## src/rtl/calc_pkg.sv

```systemverilog
// calc_pkg: shared types and constants for the calculator display path
package calc_pkg;
    typedef enum logic {IDLE, SHIFT} state_t;
    localparam int BCD_DIGIT_W = 4;
    localparam int BCD_MAX_WIDTH = 9;
    localparam logic [BCD_DIGIT_W-1:0] BCD_THRESH = 4'd5;
    localparam logic [BCD_DIGIT_W-1:0] BCD_ADJ = 4'd3;
endpackage

```

## src/rtl/bin_to_bcd_seq_if.sv

```systemverilog
// bin_to_bcd_seq_if: start/busy/done handshake and digit bus of the BCD converter
interface bin_to_bcd_seq_if #(parameter int WIDTH = 8);
    import calc_pkg::*;
    logic start;
    logic [WIDTH-1:0] bin;
    logic busy;
    logic done;
    logic [BCD_DIGIT_W-1:0] ones;
    logic [BCD_DIGIT_W-1:0] tens;
    logic [BCD_DIGIT_W-1:0] hundreds;
    modport master (output start, bin, input busy, done, ones, tens, hundreds);
    modport slave (input start, bin, output busy, done, ones, tens, hundreds);
endinterface

```

## src/rtl/bcd_add3.sv

```systemverilog
// bcd_add3: double-dabble correction cell, adds 3 to a digit of 5 or more
module bcd_add3
    import calc_pkg::*;
(
    input  logic [BCD_DIGIT_W-1:0] d,
    output logic [BCD_DIGIT_W-1:0] q
);
    assign q = (d >= BCD_THRESH) ? d + BCD_ADJ : d;
endmodule

```

## src/rtl/bin_to_bcd_seq.sv

```systemverilog
// bin_to_bcd_seq: serial shift-and-add-3 binary to three-digit BCD converter
module bin_to_bcd_seq
    import calc_pkg::*;
#(
    parameter int WIDTH = 8
) (
    input logic clk,
    input logic rst_n,
    bin_to_bcd_seq_if.slave bus
);
    localparam int CW = $clog2(WIDTH + 1);
    localparam int SW = 3 * BCD_DIGIT_W + WIDTH;

    state_t state;
    logic [CW-1:0] cnt;
    logic [WIDTH-1:0] sr;
    logic [BCD_DIGIT_W-1:0] h, t, o, ha, ta, oa;
    logic [SW-1:0] sh;

    bcd_add3 u_ones (.d(o), .q(oa));
    bcd_add3 u_tens (.d(t), .q(ta));
    bcd_add3 u_hundreds (.d(h), .q(ha));

    // corrected scratch digits and operand shifted as one word
    assign sh = {ha, ta, oa, sr} << 1;

    // conversion FSM; busy covers every shift cycle and drops with the done pulse
    always_ff @(posedge clk or negedge rst_n) begin
        if (!rst_n) begin
            state <= IDLE;
            cnt <= '0;
            sr <= '0;
            {h, t, o} <= '0;
            bus.busy <= 1'b0;
            bus.done <= 1'b0;
            {bus.hundreds, bus.tens, bus.ones} <= '0;
        end else begin
            bus.done <= 1'b0;
            if (state == IDLE) begin
                if (bus.start) begin
                    sr <= bus.bin;
                    {h, t, o} <= '0;
                    cnt <= CW'(WIDTH);
                    bus.busy <= 1'b1;
                    state <= SHIFT;
                end
            end else begin
                {h, t, o, sr} <= sh;
                cnt <= cnt - CW'(1);
                if (cnt == CW'(1)) begin
                    {bus.hundreds, bus.tens, bus.ones} <= sh[SW-1 -: 3*BCD_DIGIT_W];
                    bus.done <= 1'b1;
                    bus.busy <= 1'b0;
                    state <= IDLE;
                end
            end
        end
    end
endmodule

```

## src/flat_wrapper.sv

```systemverilog
// flat-port wrapper written by rule: the top's interface ports become plain ports
module bin_to_bcd_seq_flat import calc_pkg::*;
#(
    parameter int WIDTH = 8
)
  (clk, rst_n, bus_start, bus_bin, bus_busy, bus_done, bus_ones, bus_tens, bus_hundreds);
  bin_to_bcd_seq_if #(.WIDTH(WIDTH)) bus_i ();
  input logic clk;
  input logic rst_n;
  input wire logic [$bits(bus_i.start)-1:0] bus_start;
  input wire logic [$bits(bus_i.bin)-1:0] bus_bin;
  output wire logic [$bits(bus_i.busy)-1:0] bus_busy;
  output wire logic [$bits(bus_i.done)-1:0] bus_done;
  output wire logic [$bits(bus_i.ones)-1:0] bus_ones;
  output wire logic [$bits(bus_i.tens)-1:0] bus_tens;
  output wire logic [$bits(bus_i.hundreds)-1:0] bus_hundreds;
  assign bus_i.start = bus_start;
  assign bus_i.bin = bus_bin;
  assign bus_busy = bus_i.busy;
  assign bus_done = bus_i.done;
  assign bus_ones = bus_i.ones;
  assign bus_tens = bus_i.tens;
  assign bus_hundreds = bus_i.hundreds;
  bin_to_bcd_seq #(.WIDTH(WIDTH)) u_core (.clk(clk), .rst_n(rst_n), .bus(bus_i));
endmodule
```

## config.mk

```make
export PLATFORM = sky130hd
export DESIGN_NAME = bin_to_bcd_seq_flat
export DESIGN_NICKNAME = d
export VERILOG_FILES = /design/src/rtl/calc_pkg.sv /design/src/rtl/bin_to_bcd_seq_if.sv /design/src/rtl/bcd_add3.sv /design/src/rtl/bin_to_bcd_seq.sv /design/src/flat_wrapper.sv
export SDC_FILE = /design/constraint.sdc
export NUM_CORES = 1
export LEC_CHECK = 0
export ABC_AREA = 1
export BUFFER_PORTS_ARGS = -buffer_cell sky130_fd_sc_hd__buf_2
export CELL_PAD_IN_SITES_DETAIL_PLACEMENT = 0
export CELL_PAD_IN_SITES_GLOBAL_PLACEMENT = 1
export CORE_ASPECT_RATIO = 1.4
export CORE_UTILIZATION = 37
export DETAILED_ROUTE_END_ITERATION = 10
export GPL_TIMING_DRIVEN = 0
export HOLD_SLACK_MARGIN = 0.02
export MAX_ROUTING_LAYER = met4
export PLACE_DENSITY_LB_ADDON = 0.1
export SLEW_MARGIN = 5
export SYNTH_ARGS = -nofsm -noshare
export SYNTH_HDL_FRONTEND = slang
export SYNTH_SLANG_ARGS = --single-unit
```

## constraint.sdc

```tcl
create_clock -name clk -period 2.5 [get_ports clk]
set_clock_uncertainty 0.2 [all_clocks]
set_input_delay 0.125 -clock clk [delete_from_list [all_inputs] [get_ports clk]]
set_output_delay 0.125 -clock clk [all_outputs]
set_load 0.05 [all_outputs]
```

======== Word level (Yosys, flattened, before mapping) ========
Cells that the tools add are included.
storage, ports and cells
  word-level logic and storage cells ...... 42
  flip-flop bits (word level) ............. 39
  input bits .............................. 11
  output and inout port bits .............. 14
cells by class
  reductions and logical operators ........ 3
  eq/ne operators ......................... 2
  order comparisons ....................... 3
  muxes and demuxes ....................... 19
  $add $sub $neg .......................... 4
operator list
  cell                   number
  $mux W4                8
  $mux W8                2
  $ge A4 B3 Y1 const B   3
  $add A4 B2 Y4 const B  2
  $mux W1                8
  $eq A4 B1 Y1 const B   1
  $reduce_and A2 Y1      2
  $sub A4 B1 Y4 const B  1
  $add A3 B2 Y3 const B  1
  $mux W3                1
  $ne A2 B2 Y1 const B   1
  $reduce_bool A2 Y1     1

======== Logic depth before layout (Yosys ltp) ========
Gate-level depths: netlist of run 1.
  depth after elaboration ................. 3
  depth in mapped cells ................... 8
  depth with buffers taken out ............ 8

======== Cells and area by module ========
From an unflattened synthesis of run 1, not the netlist that was laid out.
second synthesis, totals
  cell total of the unflattened synthesis .. 238
  area, all modules ....................... 2035.7 µm²
by module, submodules not included
  module          cells each  instances  area an instance (µm²)
  bin_to_bcd_seq  169         1          1630.3
  bcd_add3        23          3          135.1

======== Least setup slack after synthesis of run 1 ========
No wires, ideal clock.
  path kind ............................... reg2reg
  start point ............................. register u_core.t[0]
  end point ............................... register u_core.bus.tens[1]
  setup slack ............................. 1.121 ns
  stages on the path, launching flop included .. 9
  path buffers ............................ 0
  library setup time ...................... 0.118 ns
  arrival ................................. 1.061 ns
  period minus slack after synthesis ...... 1.379 ns
  path through ............................ dfrtp_1 -> inv_1 -> ha_1 -> inv_1 -> nand2_1 -> nand3_1 -> nand2_1 -> nand3_1 -> nand2_1
on the way
  word-level cells in the longest chain between the ends .. 2
ends and longest elaborated chain
  item                                           line                     text
  start, declared                                bin_to_bcd_seq.sv:17     logic [BCD_DIGIT_W-1:0] h, t, o, ha, ta, oa;
  start signal, assigned                         bin_to_bcd_seq.sv:48     {h, t, o, sr} <= sh;
  $add A4 B2 Y4 or $ge A4 B3 Y1 (tied branches)  bcd_add3.sv:8            assign q = (d >= BCD_THRESH) ? d + BCD_ADJ : d;
  $mux W4 (*)                                    bcd_add3.sv:8
  end signal, assigned                           bin_to_bcd_seq.sv:51     {bus.hundreds, bus.tens, bus.ones} <= sh[SW-1 -: 3*BCD_DIGIT_W];
  end, declared                                  bin_to_bcd_seq_if.sv:12  modport slave (input start, bin, output busy, done, ones, tens, hundreds);
Mark *: on every way between the ends. The rest lies on a longest branch, timed or not.
A chain may end at the register's enable or synchronous reset.

======== Worst setup path in the final report of run 1 ========
  start point ............................. register u_core.t[0]
  end point ............................... register u_core.t[2]
on the way
  word-level cells in the longest chain between the ends .. 3
ends and longest elaborated chain
  item                                           line                  text
  $add A4 B2 Y4 or $ge A4 B3 Y1 (tied branches)  bcd_add3.sv:8
  $mux W4 (*)                                    bcd_add3.sv:8
  $mux W4 (*)                                    bin_to_bcd_seq.sv:39  if (state == IDLE) begin
Marks and branches as above.

==> summary.log, run 1 <==
[route] Pre-antenna DRT Iters 4
[logic_synthesis] Seq cells post-synth 39
[setup_path] Crit Reg-Reg Startpoint u_core.t[0]$_DFFE_PN0P_
[setup_path] WP data required 2480 ps
[sta] post-route fraction of the period consumed by the critical path 62.3%
[sta] timing-limited maximum frequency 0.642 GHz
[setup_path] arrival time worst endpoint 1540 ps
[setup_path] ordered cell list for the critical path inv_1, ha_1, inv_1, nand2_1, nand3_1, nand2_1, nand3_1, nand2_1
[route] wire per inst 12.3 µm
[floorplanning] horizontal extent of the die 61.8 µm
[clocking] Clock Latency Late Sink 300 ps
[setup_path] worst-case register-to-register setup slack 940 ps
[route] via-per-instance ratio 4.80
[cells_and_area] filler cell count 496
[flow_run] max_cap viols 0
[power_and_ir_drop] peak ir drop on the vdd network 557 µV
[setup_path] critical path's top delay family simple AND/OR/NAND/NOR gates
[placement] Placement Setup Slack 940 ps
[clocking] CTS tree done
[sta] final setup violation count 0
[setup_path] maximum cell stage delay along the critical path 420 ps
[route] Antenna Violating Nets Remaining 0
[clocking] number of H-tree levels 2
[sta] Least-Margin Pin Slew 866 ps
[setup_path] most repeated library cell on the critical path sky130_fd_sc_hd__nand2_1
[placement] half-perimeter wire length after detailed placement 2700 µm
[floorplanning] area of the die 0.00529 mm²
[power_and_ir_drop] total power 3320 µW
[global_routing] grt ovf 0
[setup_path] maximum fanout along the worst path 5
[setup_path] startpoint of the worst setup timing path u_core.t[0]$_DFFE_PN0P_
[logic_synthesis] cell area after technology mapping 0.00185 mm²
[sta] final critical delay including setup and external delays 1560 ps
[power_and_ir_drop] P per Cell Area 1470 mW/mm²
[setup_path] Buf+Inv Stages, Crit Path 2
[global_routing] antenna violations before repair 0
[sta] RSZ-0062 raised after global routing false
[logic_synthesis] number of distinct library cell variants in the gate-level netlist after synthesis 17
[sta] total negative slack 0 ps
[floorplanning] number of rows in the core area 30
[cells_and_area] fraction of final layout cells with drive strength greater than 1 17.1%
[logic_synthesis] combinational family with the most area after synthesis simple AND/OR/NAND/NOR gates
[hold_path] worst hold path type input pin to flop
[setup_path] Critical Path Sink u_core.t[2]$_DFFE_PN0P_
[clocking] CTS Root Buffer Type sky130_fd_sc_hd__clkbuf_8
[power_and_ir_drop] static leakage 0.00118 µW
[logic_synthesis] proportion of synthesized area in mux cells 0%
[placement] gpl congestion 0.817
[floorplanning] core footprint 0.00484 mm²
[logic_synthesis] complex-gate fraction of the synthesized area 6.29%
[floorplanning] Initial Util 38.2%
[clocking] clock slew at the register clock pins of the worst setup and hold paths 80 ps
[sta] Max-slew headroom 42.3%
[sta] final setup margin 941 ps
[outcome] outcome finished, final reports clean
[logic_synthesis] warning count from the yosys run 0
[setup_path] crit start category flop
[floorplanning] num ports 25
[route] total wire length after detailed routing 3950 µm
[logic_synthesis] xor-xnor portion of the synthesized cell area 0.474%
[cells_and_area] Final #Nets 275
[clocking] maximum count of clock buffers along a single path 2
[logic_synthesis] synthesized-area fraction occupied by and/or/nand/nor cells 28.2%
[global_routing] global-route wire length before repair 6880 µm
[logic_synthesis] gate count after technology mapping 216
[logic_synthesis] synthesized area per cell 8.56 µm²
[setup_path] worst-case reg-to-reg path depth 8
[floorplanning] height of the die 85.7 µm
[setup_path] Critical Setup Path Class flop to flop
[setup_path] worst-path cell with the longest stage delay sky130_fd_sc_hd__dfrtp_1
[clocking] number of clock sinks 39
[global_routing] GRT Resource Usage Total 18.1%
[global_routing] maximum number of pins on one net before global-route repair 40
[cells_and_area] multi-input combinational cell area 747 µm²
[setup_path] Crit. End Element flop
[clocking] number of buffers created by CTS 5
[route] number of DRC violations after detailed routing 0
[global_routing] via count of the first global-routing pass 1499
[setup_path] worst r2r dst u_core.t[2]$_DFFE_PN0P_
[sta] number of hold violations in the final report 0
[placement] port buffer count 24
[route] overall via count from detail_route 1541
[clocking] setup repair bufs after CTS 0
[logic_synthesis] share of the yosys chip area belonging to registers 52.8%
[cells_and_area] post-layout utilization of the core 46.6%
[setup_path] logic depth of the worst setup path including buffers 8
[route] Starting DRT DRC Count 81
[logic_synthesis] area share of fa/ha/maj cells after synthesis 5.41%
[logic_synthesis] number of nets in the synthesized netlist 235
[cells_and_area] area growth from synthesis to layout 22.1%
[cells_and_area] antenna fix cells 0
[sta] Final Slew Violations 0
[cells_and_area] Reg area 976 µm²
final cells by class:
class	count	share of cell area, %
plain buffers	5	1.94
clock buffers	6	3.66
clock inverters	2	1.55
inverters	22	3.66
multi-input cells	150	33.1
flip-flops and latches	39	43.2
well taps	64	3.55
repair buffers	33	9.31
cell usage after synthesis, drive strengths merged:
cell type	n	share of area (%)
o22ai	5	1.7
o21ai	14	3.8
nand4	7	2.4
nor2	5	1.3
nand3	27	8.0
buf	5	2.4
xnor2	1	0.47
inv	22	4.5
ha	8	5.4
dfrtp	39	53
o211ai	2	0.81
nand2	81	17
cell families (layout without fill, tap and decap cells):
logic type,Yosys count,count (layout)
xor gates and xnor gates,1,1
buffers and inverters,27,68
AOI/OAI and AO/OA,21,21
and+or+nand+nor,120,120
DFF,39,39
adders and majority gates,8,8
worst min path at each step:
stage | from | to | cells past startpoint
after global placement | rst_n | u_core.t[2]$_DFFE_PN0P_ | 1
after floorplan | rst_n | u_core.bus.busy$_DFFE_PN0P_ | 0
final | bus_start | u_core.sr[0]$_DFFE_PN0P_ | 5
after global routing | bus_start | u_core.sr[2]$_DFFE_PN0P_ | 5
after CTS | bus_start | u_core.sr[0]$_DFFE_PN0P_ | 5
after detailed placement | rst_n | u_core.t[2]$_DFFE_PN0P_ | 1
tightest hold or removal path, delay by kind of cell:
kind,cells,cell delay (ps)
simple gates,2,150
compound gates,1,70
buf+inv,2,180
state kept, by name, summed over array words and instances, names as in the netlist, 4 cells and up:
register,count
u_core.cnt,4
u_core.h,4
u_core.bus.ones,4
u_core.bus.tens,4
u_core.o,4
u_core.t,4
u_core.sr,8
u_core.bus.hundreds,4
through the flow:
step | hold WS (ps) | cell area (µm²) | std cells
finish | 68.6 | 2260 | 321
CTS | 68.0 | 2260 | 321
floorplan | -371 | 1850 | 216
global placement | 104 | 2050 | 304
detailed placement | 104 | 2050 | 304
global route | 116 | 2260 | 321
cell usage in the layout, fill, tap and decap left out:
cell type	n
sky130_fd_sc_hd__nand3_4	1
sky130_fd_sc_hd__nor2_2	2
sky130_fd_sc_hd__dfrtp_1	39
sky130_fd_sc_hd__dlygate4sd3_1	9
sky130_fd_sc_hd__ha_1	8
sky130_fd_sc_hd__inv_2	3
sky130_fd_sc_hd__nand2_1	80
sky130_fd_sc_hd__bufinv_16	1
sky130_fd_sc_hd__o22ai_1	5
sky130_fd_sc_hd__clkinv_2	1
sky130_fd_sc_hd__nand4_1	7
sky130_fd_sc_hd__inv_1	19
sky130_fd_sc_hd__nand3_1	26
sky130_fd_sc_hd__o211ai_1	2
sky130_fd_sc_hd__o21ai_0	14
sky130_fd_sc_hd__buf_2	26
sky130_fd_sc_hd__xnor2_1	1
sky130_fd_sc_hd__nand2_2	1
sky130_fd_sc_hd__clkbuf_8	6
sky130_fd_sc_hd__buf_6	3
sky130_fd_sc_hd__nor2_1	3
power by group:
part	internal (µW)	switching, µW
registers	929	182
clock network	323	225
logic	508	1160
repair_timing:
| item | CTS | global route |
|---|---|---|
| resized for setup | 0 | 0 |
| hold buffers | 9 | 0 |
| endpoints found under the hold margin | 47 | 0 |
layer usage:
metal	wire length (µm)	track usage, %	vias to the layer above
met1	1780	21.9	718
met3	131	4.22	6
met2	1980	29.3	30
met4	58	5.45	0
met5	0	-	-
li1	-	-	787
(Power assumes the default switching activity.)
==> inputs of run 2 (changes only) <==
Clock period 2.5 ns to 1.4 ns, I/O delays scaled along.
==> run 2 against run 1 <==
The flow now finishes with violations (setup timing). Count of clock-buffer cells in the layout unchanged. Worst hold slack improved by 160 ps. Cell count increased by 3.7%. Critical path type unchanged. Critical endpoint is now u_core.bus.ones[2]$_DFFE_PN0P_. Largest cell class unchanged.
==> summary.log, run 2 (synthesis gave the netlist of run 1 again) <==
[power_and_ir_drop] P per Cell Area 2670 mW/mm² [was 1470 mW/mm²]
[clocking] number of buffers created by CTS 5 [unchanged]
[route] via-per-instance ratio 4.77 [was 4.80]
[floorplanning] height of the die 85.7 µm [unchanged]
[cells_and_area] area growth from synthesis to layout 37.8% [was 22.1%]
[route] Starting DRT DRC Count 72 [was 81]
[cells_and_area] filler cell count 471 [was 496]
[setup_path] arrival time worst endpoint 1480 ps [was 1540 ps]
[sta] final critical delay including setup and external delays 1440 ps [was 1560 ps]
[sta] final setup violation count 6 [was 0]
[floorplanning] horizontal extent of the die 61.8 µm [unchanged]
[setup_path] Critical Setup Path Class flop to flop [unchanged]
[global_routing] via count of the first global-routing pass 1557 [was 1499]
[placement] half-perimeter wire length after detailed placement 2700 µm [unchanged]
[placement] port buffer count 24 [unchanged]
[clocking] clock slew at the register clock pins of the worst setup and hold paths 80 ps [about the same]
[sta] Max-slew headroom 42.0% [was 42.3%]
[global_routing] GRT Resource Usage Total 19.0% [was 18.1%]
[floorplanning] number of rows in the core area 30 [unchanged]
[clocking] Clock Latency Late Sink 300 ps [about the same]
[route] number of DRC violations after detailed routing 0 [unchanged]
[cells_and_area] post-layout utilization of the core 52.6% [was 46.6%]
[sta] timing-limited maximum frequency 0.693 GHz [was 0.642 GHz]
[setup_path] WP data required 1440 ps [was 2480 ps]
[setup_path] worst r2r dst u_core.bus.ones[2]$_DFFE_PN0P_ [was u_core.t[2]$_DFFE_PN0P_]
[setup_path] maximum fanout along the worst path 4 [was 5]
[sta] Least-Margin Pin Slew 871 ps [was 866 ps]
[setup_path] worst-case reg-to-reg path depth 8 [unchanged]
[power_and_ir_drop] peak ir drop on the vdd network 1180 µV [was 557 µV]
[sta] Final Slew Violations 0 [unchanged]
[placement] number of placed instances with taps included 304 [unchanged]
[cells_and_area] commonest non-fill, non-tap cell in the layout sky130_fd_sc_hd__nand2_1 [unchanged]
[cells_and_area] Finished Cell Area 0.00255 mm² [was 0.00226 mm²]
[setup_path] Crit. End Element flop [unchanged]
[clocking] maximum count of clock buffers along a single path 2 [unchanged]
[placement] Placement Setup Slack -160 ps [was 940 ps]
[clocking] CTS tree done [unchanged]
[route] Antenna Violating Nets Remaining 0 [unchanged]
[cells_and_area] Reg area 976 µm² [unchanged]
[cells_and_area] Layout Cells excl Fill 333 [was 321]
[sta] post-route fraction of the period consumed by the critical path 103% [was 62.3%]
[clocking] number of clock sinks 39 [unchanged]
[floorplanning] area of the die 0.00529 mm² [unchanged]
[clocking] CTS Root Buffer Type sky130_fd_sc_hd__clkbuf_8 [unchanged]
[cells_and_area] Final #Nets 287 [was 275]
[hold_path] worst hold path type input pin to asynchronous set/reset pin [was input pin to flop]
[cells_and_area] commonest cells after routing, fill and taps aside sky130_fd_sc_hd__nand2_1 (68), sky130_fd_sc_hd__dfrtp_1 (39), sky130_fd_sc_hd__buf_2 (25) [was sky130_fd_sc_hd__nand2_1 (80), sky130_fd_sc_hd__dfrtp_1 (39), sky130_fd_sc_hd__nand3_1 (26), sky130_fd_sc_hd__buf_2 (26), sky130_fd_sc_hd__inv_1 (19)]
[route] overall via count from detail_route 1590 [was 1541]
[global_routing] antenna violations before repair 0 [unchanged]
[power_and_ir_drop] total power 6800 µW [was 3320 µW]
[flow_run] max_cap viols 0 [unchanged]
[outcome] failing checks setup timing
[sta] number of hold violations in the final report 0 [unchanged]
[power_and_ir_drop] static leakage 0.00129 µW [was 0.00118 µW]
[placement] cell area after placement 0.00205 mm² [unchanged]
[global_routing] grt ovf 0 [unchanged]
[global_routing] maximum number of pins on one net before global-route repair 40 [unchanged]
[clocking] number of H-tree levels 2 [unchanged]
[setup_path] Crit Reg-Reg Startpoint u_core.o[1]$_DFFE_PN0P_ [was u_core.t[0]$_DFFE_PN0P_]
[cells_and_area] Most flops, register u_core.sr [unchanged]
[placement] gpl congestion 0.817 [unchanged]
[cells_and_area] multi-input combinational cell area 923 µm² [was 747 µm²]
[floorplanning] core footprint 0.00484 mm² [unchanged]
[route] Pre-antenna DRT Iters 4 [unchanged]
[setup_path] crit start category flop [unchanged]
[sta] final setup margin -42.6 ps [was 941 ps]
[global_routing] global-route wire length before repair 7190 µm [was 6880 µm]
[cells_and_area] antenna fix cells 0 [unchanged]
[outcome] outcome finished, violations left [was finished, final reports clean]
[route] wire per inst 13.0 µm [was 12.3 µm]
[floorplanning] Initial Util 38.2% [unchanged]
[floorplanning] num ports 25 [unchanged]
[cells_and_area] fraction of final layout cells with drive strength greater than 1 33.1% [was 17.1%]
[route] total wire length after detailed routing 4340 µm [was 3950 µm]
[cells_and_area] flip-flop count of the largest register, all copies and words added 8 [unchanged]
[setup_path] worst-case register-to-register setup slack -40 ps [was 940 ps]
[sta] RSZ-0062 raised after global routing true [was false]
run 2: cell count changes in the layout (fill, tap and decap cells not counted), moves of 3 or more:
cell | previous run | this run
sky130_fd_sc_hd__inv_2 | 3 | 10
sky130_fd_sc_hd__inv_1 | 19 | 9
sky130_fd_sc_hd__ha_1 | 8 | 3
sky130_fd_sc_hd__o21ai_0 | 14 | 11
sky130_fd_sc_hd__nand2_1 | 80 | 68
sky130_fd_sc_hd__nand3_1 | 26 | 20
sky130_fd_sc_hd__inv_4 | 0 | 3
sky130_fd_sc_hd__nand3_2 | 0 | 4
sky130_fd_sc_hd__ha_4 | 0 | 5
sky130_fd_sc_hd__nand2_4 | 0 | 6
sky130_fd_sc_hd__buf_4 | 0 | 10
sky130_fd_sc_hd__nand2_2 | 1 | 7
run 2: area by class of cell:
| class | count | share of cell area, % |
|---|---|---|
| buffer | 5 | 2.11 |
| clock buffer | 6 | 3.24 |
| clock inverter | 2 | 1.38 |
| inverter | 22 | 3.54 |
| multi-input combinational | 150 | 36.2 |
| sequential | 39 | 38.3 |
| tap | 64 | 3.14 |
| timing repair buffer | 45 | 12.0 |
run 2: power by group:
group | switching, µW | total [µW] | internal, µW
Combinational | 2420 | 3770 | 1350
Clock | 409 | 986 | 577
Sequential | 386 | 2040 | 1660
Total | 3220 | 6800 | 3580
run 2: worst max-delay path by stage:
stage                             from                             end  depth (start not counted)
2_1_floorplan  u_core.t[0]$_DFFE_PN0P_  u_core.bus.tens[1]$_DFFE_PN0P_                          8
3_3_place_gp   u_core.t[0]$_DFFE_PN0P_         u_core.t[2]$_DFFE_PN0P_                          8
3_5_place_dp   u_core.t[0]$_DFFE_PN0P_         u_core.t[2]$_DFFE_PN0P_                          8
4_1_cts        u_core.t[0]$_DFFE_PN0P_         u_core.t[2]$_DFFE_PN0P_                          7
5_1_grt        u_core.o[1]$_DFFE_PN0P_         u_core.o[2]$_DFFE_PN0P_                          8
6_report       u_core.o[1]$_DFFE_PN0P_  u_core.bus.ones[2]$_DFFE_PN0P_                          8
run 2: per-stage QoR:
stage,setup TNS (ps),hold WS [ps]
floorplan,0,-426
global placement,-2250,49.3
detailed placement,-2230,49.4
CTS,-8.16,270
global route,-915,319
finish,-150,226
run 2: routing by layer:
| layer | GRT usage [%] | share of wire, % | vias to the layer above |
|---|---|---|---|
| li1 | - | - | 811 |
| met1 | 22.5 | 43 | 748 |
| met2 | 31.5 | 53 | 26 |
| met3 | 4.22 | 2.6 | 5 |
| met4 | 5.45 | 1.3 | 0 |
| met5 | - | 0 | - |
run 2: timing repair:
item	4_1_cts	5_1_grt
resized for setup	27	31
buffers inserted	8	3
pin swaps	5	22
hold buffers	10	0
endpoints found under the hold margin	53	0
endpoints found under the setup margin	25	22
run 2: worst max-delay path: stages, from the launching register on:
cell	delay [ps]
sky130_fd_sc_hd__dfrtp_1	410
sky130_fd_sc_hd__inv_2	130
sky130_fd_sc_hd__ha_4	150
sky130_fd_sc_hd__inv_2	40
sky130_fd_sc_hd__nand2_4	80
sky130_fd_sc_hd__nand3_4	120
sky130_fd_sc_hd__nand2_4	100
sky130_fd_sc_hd__nand3_2	70
sky130_fd_sc_hd__nand2_2	70
==> inputs of run 3 (changes only) <==
Settings changed: CORE_UTILIZATION 37 to 38.
==> run 3 against run 2 <==
Core utilization up 6.6 points. Sequential cell count unchanged. Wire length grew 6.7%. The flow still finishes with violations (setup timing). Critical path type unchanged. Setup slack got worse by 3.1 ps. Non-clock buffer count rose by 10. Clock power shrank 2%. Critical endpoint is now u_core.bus.ones[1]$_DFFE_PN0P_. Sequential share of layout area shrank 2.5 points. Largest cell class is now multi-input combinational cells. Maximum frequency decreased by 0.21%.
==> summary.log, run 3 (synthesis gave the netlist of run 1 again) <==
[outcome] outcome finished, violations left [unchanged]
[outcome] failing checks setup timing [unchanged]
[setup_path] maximum cell stage delay along the critical path 450 ps [was 410 ps]
[cells_and_area] antenna fix cells 0 [unchanged]
[hold_path] worst hold path type input pin to asynchronous set/reset pin [unchanged]
[power_and_ir_drop] peak ir drop on the vdd network 1170 µV [was 1180 µV]
[floorplanning] area of the die 0.00515 mm² [was 0.00529 mm²]
[floorplanning] num ports 25 [unchanged]
[setup_path] arrival time worst endpoint 1430 ps [was 1480 ps]
[floorplanning] core footprint 0.00461 mm² [was 0.00484 mm²]
[sta] final setup margin -45.6 ps [was -42.6 ps]
[cells_and_area] post-layout utilization of the core 59.2% [was 52.6%]
[placement] number of placed instances with taps included 302 [was 304]
[sta] final critical delay including setup and external delays 1450 ps [was 1440 ps]
[sta] post-route fraction of the period consumed by the critical path 103% [about the same]
[sta] Worst Hold Margin 136 ps [was 226 ps]
[clocking] Clock Latency Late Sink 300 ps [about the same]
[power_and_ir_drop] switching part of the total power 47.3% [about the same]
[power_and_ir_drop] share of power burned in the clock network 13.3% [was 14.5%]
[placement] port buffer count 24 [unchanged]
[floorplanning] height of the die 84.5 µm [was 85.7 µm]
[sta] timing-limited maximum frequency 0.692 GHz [was 0.693 GHz]
[global_routing] global-route wire length before repair 7480 µm [was 7190 µm]
[setup_path] startpoint of the worst setup timing path u_core.o[0]$_DFFE_PN0P_ [was u_core.o[1]$_DFFE_PN0P_]
[route] number of DRC violations after detailed routing 0 [unchanged]
[power_and_ir_drop] switching power total 3450 µW [was 3220 µW]
[route] total wire length after detailed routing 4630 µm [was 4340 µm]
[power_and_ir_drop] P_int 3840 µW [was 3580 µW]
[clocking] number of clock sinks 39 [unchanged]
[route] overall via count from detail_route 1684 [was 1590]
[cells_and_area] Most flops, register u_core.sr [unchanged]
[cells_and_area] fraction of final layout cells with drive strength greater than 1 41.2% [was 33.1%]
[sta] Final Slew Violations 0 [unchanged]
[sta] Least-Margin Pin Slew 567 ps [was 871 ps]
[setup_path] ordered cell list for the critical path inv_2, ha_4, inv_2, nand2_4, nand3_4, nand2_4, nand3_2, nand2_1 [was inv_2, ha_4, inv_2, nand2_4, nand3_4, nand2_4, nand3_2, nand2_2]
[sta] RSZ-0062 raised after global routing true [unchanged]
[global_routing] GRT Resource Usage Total 20.5% [was 19.0%]
[global_routing] maximum number of pins on one net before global-route repair 40 [unchanged]
[setup_path] critical path's top delay family flip-flops [was simple AND/OR/NAND/NOR gates]
[setup_path] Crit. End Element flop [unchanged]
[clocking] CTS tree done [unchanged]
[cells_and_area] Layout Cells excl Fill 341 [was 333]
[clocking] maximum count of clock buffers along a single path 2 [unchanged]
[power_and_ir_drop] sequential group share of total power 28.3% [was 30.1%]
[global_routing] grt ovf 0 [unchanged]
[route] via-per-instance ratio 4.94 [was 4.77]
[cells_and_area] commonest cells after routing, fill and taps aside sky130_fd_sc_hd__nand2_1 (65), sky130_fd_sc_hd__dfrtp_1 (39), sky130_fd_sc_hd__buf_2 (24) [was sky130_fd_sc_hd__nand2_1 (68), sky130_fd_sc_hd__dfrtp_1 (39), sky130_fd_sc_hd__buf_2 (25)]
[global_routing] antenna violations before repair 0 [unchanged]
[power_and_ir_drop] Gate power share 58.4% [was 55.5%]
[setup_path] Crit Reg-Reg Startpoint u_core.o[0]$_DFFE_PN0P_ [was u_core.o[1]$_DFFE_PN0P_]
[power_and_ir_drop] P per Cell Area 2670 mW/mm² [about the same]
[route] Pre-antenna DRT Iters 5 [was 4]
[clocking] clock slew at the register clock pins of the worst setup and hold paths 80 ps [about the same]
[power_and_ir_drop] static leakage 0.00137 µW [was 0.00129 µW]
[route] Antenna Violating Nets Remaining 0 [unchanged]
[route] wire per inst 13.6 µm [was 13.0 µm]
[clocking] number of buffers created by CTS 5 [unchanged]
[sta] Max-slew headroom 62.2% [was 42.0%]
[setup_path] crit start category flop [unchanged]
[setup_path] Buf+Inv Stages, Crit Path 2 [unchanged]
[cells_and_area] Final #Nets 297 [was 287]
[placement] half-perimeter wire length after detailed placement 2690 µm [was 2700 µm]
[placement] gpl congestion 0.800 [was 0.817]
[sta] total negative slack -284 ps [was -150 ps]
[floorplanning] horizontal extent of the die 61.0 µm [was 61.8 µm]
[clocking] CTS Root Buffer Type sky130_fd_sc_hd__clkbuf_8 [unchanged]
[setup_path] maximum fanout along the worst path 4 [unchanged]
[cells_and_area] area growth from synthesis to layout 47.6% [was 37.8%]
[sta] final setup violation count 10 [was 6]
[cells_and_area] flip-flop count of the largest register, all copies and words added 8 [unchanged]
[floorplanning] number of rows in the core area 29 [was 30]
[flow_run] max_cap viols 0 [unchanged]
[clocking] number of H-tree levels 2 [unchanged]
[setup_path] Critical Setup Path Class flop to flop [unchanged]
[cells_and_area] commonest non-fill, non-tap cell in the layout sky130_fd_sc_hd__nand2_1 [unchanged]
[global_routing] via count of the first global-routing pass 1613 [was 1557]
[route] Starting DRT DRC Count 78 [was 72]
[setup_path] worst-path cell with the longest stage delay sky130_fd_sc_hd__dfrtp_1 [unchanged]
[floorplanning] Initial Util 40.1% [was 38.2%]
[sta] number of hold violations in the final report 0 [unchanged]
[setup_path] WP data required 1390 ps [was 1440 ps]
[placement] Placement Setup Slack -159 ps [was -160 ps]
[run 3: power groups by stage]
stage          registers (µW)  logic (µW)  clock network, µW
6_report                 2070        4250                969
5_1_grt                  2130        4680               1050
4_1_cts                  2030        3540                993
3_5_place_dp             2010        2980                  0
3_3_place_gp             2000        2970                  0
2_1_floorplan            2630        1650                  0
[run 3: layer usage]
| metal | up-vias | track usage, % | wire (µm) |
|---|---|---|---|
| met5 | - | - | 0 |
| met4 | 0 | 5.58 | 89 |
| met3 | 7 | 4.62 | 124 |
| met2 | 29 | 33.3 | 2470 |
| met1 | 819 | 25.1 | 1950 |
| li1 | 829 | - | - |
[run 3: repair_timing]
| action | 4_1_cts | 5_1_grt |
|---|---|---|
| endpoints found under the hold margin | 54 | 0 |
| setup buffers | 10 | 11 |
| gates resized for setup | 42 | 42 |
| pin swaps | 14 | 23 |
| hold buffers | 10 | 0 |
| endpoints found under the setup margin | 31 | 65 |
| gates cloned | 1 | 0 |
[run 3: final timing paths]
check	to	slack [ps]	depth (start not counted)
max in group asynchronous	u_core.h[1]$_DFFE_PN0P_	480	2
min in group clk	u_core.bus.tens[2]$_DFFE_PN0P_	270	2
hold reg to reg	u_core.bus.tens[2]$_DFFE_PN0P_	270	2
hold / removal	u_core.bus.busy$_DFFE_PN0P_	140	2
setup / recovery	u_core.bus.ones[1]$_DFFE_PN0P_	-50	8
setup reg to reg	u_core.bus.ones[1]$_DFFE_PN0P_	-50	8
[run 3: area by class of cell]
type                            count  area [µm²]
Fill cell                         424        1880
Multi-Input combinational cell    150        1020
Sequential cell                    39         976
Timing Repair Buffer               55         395
Inverter                           22        90.1
Clock buffer                        6        82.6
Tap cell                           62        77.6
Buffer                              5        50.0
Clock inverter                      2        35.0
[run 3: worst reg2reg max path, cell delays in order, from the launching register on]
cell and delay, ps:
sky130_fd_sc_hd__dfrtp_1 450, sky130_fd_sc_hd__inv_2 80, sky130_fd_sc_hd__ha_4 160, sky130_fd_sc_hd__inv_2 60, sky130_fd_sc_hd__nand2_4 60, sky130_fd_sc_hd__nand3_4 140, sky130_fd_sc_hd__nand2_4 70, sky130_fd_sc_hd__nand3_2 60
sky130_fd_sc_hd__nand2_1 50
[run 3: per-stage QoR]
stage,cell area [µm²],total power (µW)
final,2730,7290
after global routing,2730,7860
after CTS,2480,6570
after detailed placement,2050,4990
after global placement,2050,4970
after floorplan,1850,4280
